`src/rtl/nibble_chain_adder.sv`:
```
// Sequential nibble front/back end for an external 4-bit adder: chains the carry across WORDS nibbles.
// Optional signed-overflow output out_ovf is enabled by defining NIBBLE_CHAIN_OVF_EN.
module nibble_chain_adder #(
   parameter int WORDS = 4
) (
   input  logic       clk,
   input  logic       rst,
   input  logic       in_valid,
   output logic       in_ready,
   input  logic [3:0] in_a,
   input  logic [3:0] in_b,
   input  logic       in_first,
   input  logic       in_cin,
   output logic [3:0] add_a,
   output logic [3:0] add_b,
   output logic       add_cin,
   input  logic [3:0] add_sum,
   input  logic       add_cout,
   output logic       out_valid,
   input  logic       out_ready,
   output logic [3:0] out_sum,
   output logic       out_last,
   output logic       out_cout,
`ifdef NIBBLE_CHAIN_OVF_EN
   output logic       out_ovf,
`endif
   output logic       seq_err
);

   localparam int IDX_W = (WORDS > 2) ? $clog2(WORDS) : 1;
   localparam logic [IDX_W-1:0] LAST_IDX = IDX_W'(WORDS - 1);

   typedef enum logic [0:0] {
      ST_FIRST = 1'b0,
      ST_CHAIN = 1'b1
   } state_e;

   state_e           state_q, state_d;
   logic [IDX_W-1:0] idx_q, idx_d;
   logic             cy_q, cy_d;
   logic             out_valid_q, out_valid_d;
   logic [3:0]       out_sum_q, out_sum_d;
   logic             out_last_q, out_last_d;
   logic             out_cout_q, out_cout_d;
   logic             seq_err_q, seq_err_d;
`ifdef NIBBLE_CHAIN_OVF_EN
   logic             out_ovf_q, out_ovf_d;
`endif

   logic             start_s;
   logic [IDX_W-1:0] eff_idx_s;
   logic             is_last_s;
   logic             fire_s;

   // A nibble restarts the chain when idle or when the producer flags a new operand.
   assign start_s   = (state_q == ST_FIRST) | in_first;
   assign eff_idx_s = start_s ? '0 : idx_q;
   assign is_last_s = (eff_idx_s == LAST_IDX);

   assign in_ready  = ~out_valid_q | out_ready;
   assign fire_s    = in_valid & in_ready;

   assign add_a     = in_a;
   assign add_b     = in_b;
   assign add_cin   = start_s ? in_cin : cy_q;

   assign out_valid = out_valid_q;
   assign out_sum   = out_sum_q;
   assign out_last  = out_last_q;
   assign out_cout  = out_cout_q;
   assign seq_err   = seq_err_q;
`ifdef NIBBLE_CHAIN_OVF_EN
   assign out_ovf   = out_ovf_q;
`endif

   always_comb begin
      state_d     = state_q;
      idx_d       = idx_q;
      cy_d        = cy_q;
      out_valid_d = out_valid_q;
      out_sum_d   = out_sum_q;
      out_last_d  = out_last_q;
      out_cout_d  = out_cout_q;
      seq_err_d   = 1'b0;
`ifdef NIBBLE_CHAIN_OVF_EN
      out_ovf_d   = out_ovf_q;
`endif
      if (fire_s) begin
         out_valid_d = 1'b1;
         out_sum_d   = add_sum;
         out_last_d  = is_last_s;
         out_cout_d  = is_last_s ? add_cout : 1'b0;
         seq_err_d   = in_first & (state_q == ST_CHAIN);
`ifdef NIBBLE_CHAIN_OVF_EN
         // Sign bits of the top nibble decide overflow of the whole-width add.
         out_ovf_d   = is_last_s & (in_a[3] == in_b[3]) & (add_sum[3] != in_a[3]);
`endif
         case (is_last_s)
            1'b1: begin
               idx_d   = '0;
               cy_d    = 1'b0;
               state_d = ST_FIRST;
            end
            1'b0: begin
               idx_d   = eff_idx_s + IDX_W'(1);
               cy_d    = add_cout;
               state_d = ST_CHAIN;
            end
            default: begin
               idx_d   = '0;
               cy_d    = 1'b0;
               state_d = ST_FIRST;
            end
         endcase
      end else if (out_valid_q && out_ready) begin
         out_valid_d = 1'b0;
      end else begin
         out_valid_d = out_valid_q;
      end
   end

   always_ff @(posedge clk or posedge rst) begin
      if (rst) begin
         state_q     <= ST_FIRST;
         idx_q       <= '0;
         cy_q        <= 1'b0;
         out_valid_q <= 1'b0;
         out_sum_q   <= 4'h0;
         out_last_q  <= 1'b0;
         out_cout_q  <= 1'b0;
         seq_err_q   <= 1'b0;
`ifdef NIBBLE_CHAIN_OVF_EN
         out_ovf_q   <= 1'b0;
`endif
      end else begin
         state_q     <= state_d;
         idx_q       <= idx_d;
         cy_q        <= cy_d;
         out_valid_q <= out_valid_d;
         out_sum_q   <= out_sum_d;
         out_last_q  <= out_last_d;
         out_cout_q  <= out_cout_d;
         seq_err_q   <= seq_err_d;
`ifdef NIBBLE_CHAIN_OVF_EN
         out_ovf_q   <= out_ovf_d;
`endif
      end
   end

endmodule

```
`config.mk`:
```
export PLATFORM = sky130hd
export DESIGN_NAME = nibble_chain_adder
export DESIGN_NICKNAME = d
export VERILOG_FILES = /design/src/rtl/nibble_chain_adder.sv
export SDC_FILE = /design/constraint.sdc
export NUM_CORES = 1
export LEC_CHECK = 0
export CAP_MARGIN = 20
export CELL_PAD_IN_SITES_DETAIL_PLACEMENT = 1
export CELL_PAD_IN_SITES_GLOBAL_PLACEMENT = 2
export CORE_UTILIZATION = 20
export CTS_CLUSTER_DIAMETER = 30
export CTS_CLUSTER_SIZE = 40
export DETAILED_ROUTE_END_ITERATION = 8
export GPL_ROUTABILITY_DRIVEN = 0
export PLACE_DENSITY_LB_ADDON = 0.1
export SLEW_MARGIN = 20
export SYNTH_ARGS = -nofsm -noshare
export SYNTH_HDL_FRONTEND = slang
export SYNTH_SLANG_ARGS = --single-unit
```
`constraint.sdc`:
```
create_clock -name clk -period 1.35 [get_ports clk]
set_input_delay 0.27 -clock clk [delete_from_list [all_inputs] [get_ports clk]]
set_output_delay 0.27 -clock clk [all_outputs]
set_load 0.1 [all_outputs]
```
==> metrics.cfg <==
[detailed_routing]
ant_nets = 0
drc = 0
vias_per_cell = 3.83
dr.pass1.iters = 3
routedWlPerCell_um = 12.7
drt-initial-drc-count = 2
wirelength_um = 1470
vias = 440

[sta]
finalCritPeriodShare_pct = 115
finalHoldViolCount = 0
fin_setup_tns_ps = -745
min_period_ps = 1560
setup_ws_ps = -209
maxSlewHeadroom_pct = 83.8
rsz0062_at_grt = yes
setup_violations = 6
tightest_slew_ps = 242
drv_slew = 0
fin_skew_ps = 3.44
max_freq_mhz = 642
hold-worst-slack_ps = 282

[finish]
layout_commonest_cell = dfrtp_1
drive_gt1_share_pct = 57.7
final_cell_mix = dfrtp_1 (11), buf_12 (10), clkdlybuf4s50_1 (9)
final_nets = 93
area_growth_pct = 66.6
n_antenna_cell = 0

[grt]
grt_max_degree = 13
grt_pass1_vias = 495
grt_remaining_overflow = 0
grt_antenna_before_repair = 0
grtUsageTotal_pct = 9.87
grt_pass1_wl_um = 2460

[yosys]
synthArstFlopShare_pct = 100
synth_area_per_cell_um2 = 13.5
yosysSeqAreaShare_pct = 46.3
syn_inst = 48
ys.flop_type = dfrtp_1
synth-compound-area-share_pct = 5.02
synth_xor_area_share_pct = 0
synth_fa_ha_area_share_pct = 3.86
ys.warnings.count = 0
synthSimpleGateAreaFrac_pct = 12.4
synth_area_leader_cell = dfrtp_1
ys_top_cells_by_area = dfrtp_1 (46%), mux2_4 (16%), buf_4 (9.3%)
synth_cell_types = 18
yosysTopAreaCellShare_pct = 46.3
synth_area_um2 = 648
synth_top_family_by_area = multiplexers
synth-seq-cells = 12
syn_nets = 69
synth.mux.area_fraction_pct = 18.0
synth_edf_count = 0

[floorplanning]
dieArea_mm2 = 0.00347
core_region_area_mm2 = 0.00305
row_count = 20
start_util_pct = 21.2
die_w_um = 58.9
io_pins = 37
die_h_um = 58.9

[clock_tree]
h-tree-depth = 1
cts_tree = done
root_buffer = clkbuf_4
clk_pin_slew_ps = 80
cts_max_path_buffers = 2
clkSinkCount = 12
clock_latency_ps = 270
cts_buffers = 3
ctsHoldBuffers = 0

[power_and_ir_drop]
p_leak_nw = 0.491
ir_drop_mv = 0.753
powerDensity_mw_per_mm2 = 1370

[critical_path]
ff2ff_path_depth = 6
worstSetupStartpoint = state_q$_DFFE_PP0P_
cp_max_fo = 2
critPathLaunchType = flop
cp-end-kind = output port
cp_cell_sequence = nor2b_4, mux2_4, buf_12
criticalPathCategory = reg -> out
regToRegEndpoint = idx_q[1]$_DFFE_PP0P_
max_stage_delay_ps = 350
cp_data_arrival_time_ps = 1290
worst-path-buf-inv = 1
r2r-start = state_q$_DFFE_PP0P_
required_ps = 1080
crit_family = flip-flops
r2r_slack_ps = -170
critical_path.slowest_cell = dfrtp_1

[placed_design]
dp_hpwl_um = 1040
numPortBuffers = 20

[hold_path]
worstHoldPathType = in -> async

[flow_run]
cap_violations = 0

[run_status]
status = complete, but fails checks
violations = negative setup slack

==> Yosys cell counts, types with 2 or more instances <==
cell type	instances
a31oi_1	2
dfrtp_1	12
ha_1	2
buf_8	2
a21oi_1	2
buf_4	8
nor2b_1	2
and2_1	2
mux2_4	7
==> repair_timing <==
item,in CTS,in global routing
gates cloned,0,0
gates resized for setup,9,3
pin swaps,1,2
setup endpoints to repair,6,7
setup buffers,2,1
==> worst register-to-register path: stages, from the launching register on <==
cell,delay [ps]
dfrtp_1,380
nor2b_4,140
buf_4,130
buf_6,110
and2_4,170
ha_4,230
mux2_4,260
==> where the power goes <==
part | leakage [nW] | internal, W | switching (W) | total (W)
Sequential | 0.141 | 0.000420 | 0.0000506 | 0.000471
Clock | 0.0210 | 0.000164 | 0.000128 | 0.000292
Combinational | 0.328 | 0.000327 | 0.000395 | 0.000722
Total | 0.491 | 0.000911 | 0.000573 | 0.00148
==> worst max path at each step <==
stage / to / slack (ps) / cells past startpoint
floorplan: out_last$_DFFE_PP0P_ / -90 / 4
global placement: idx_q[1]$_DFFE_PP0P_ / -410 / 5
detailed placement: idx_q[1]$_DFFE_PP0P_ / -430 / 5
CTS: add_cin / -230 / 3
global route: add_cin / -270 / 3
finish: add_cin / -210 / 3
==> state kept, by name (all words and copies together), names as in the netlist <==
register,cells
idx_q,2
out_valid,1
out_sum,4
out_last,1
seq_err,1
cy_q,1
state_q,1
out_cout,1
==> cell families after synthesis <==
kind of cell | count (synthesis)
flops | 12
buf+inv | 11
simple gates | 10
mux | 8
compound gates | 5
fa+ha+maj | 2
==> stage by stage <==
stage | worst slack [ps] | instances | utilization [%] | total power, W | area, µm²
after global placement | -410 | 108 | 31.5 | 0.00113 | 962
after global routing | -270 | 115 | 35.4 | 0.00156 | 1080
final | -209 | 115 | 35.4 | 0.00148 | 1080
after detailed placement | -433 | 108 | 31.5 | 0.00113 | 962
after floorplan | -93.4 | 48 | - | 0.000993 | 657
after CTS | -225 | 114 | 34.5 | 0.00148 | 1050
==> layout make-up <==
| class | count | area (µm²) |
|---|---|---|
| repair buffers | 29 | 370 |
| fillers | 344 | 1970 |
| multi-input cells | 25 | 310 |
| clock buffers | 4 | 36.3 |
| well taps | 44 | 55.1 |
| flip-flops and latches | 12 | 304 |
| inverters | 1 | 3.75 |
==> metal layers <==
layer	wire length [µm]	track usage [%]	part of all wire, %	up-vias
met3	144	5.49	9.8	8
met2	646	14.1	44	18
li1	-	-	-	201
met1	643	11.9	44	213
met4	32	4.76	2.2	0
met5	0	0	0	-
(Power assumes the default switching activity.)
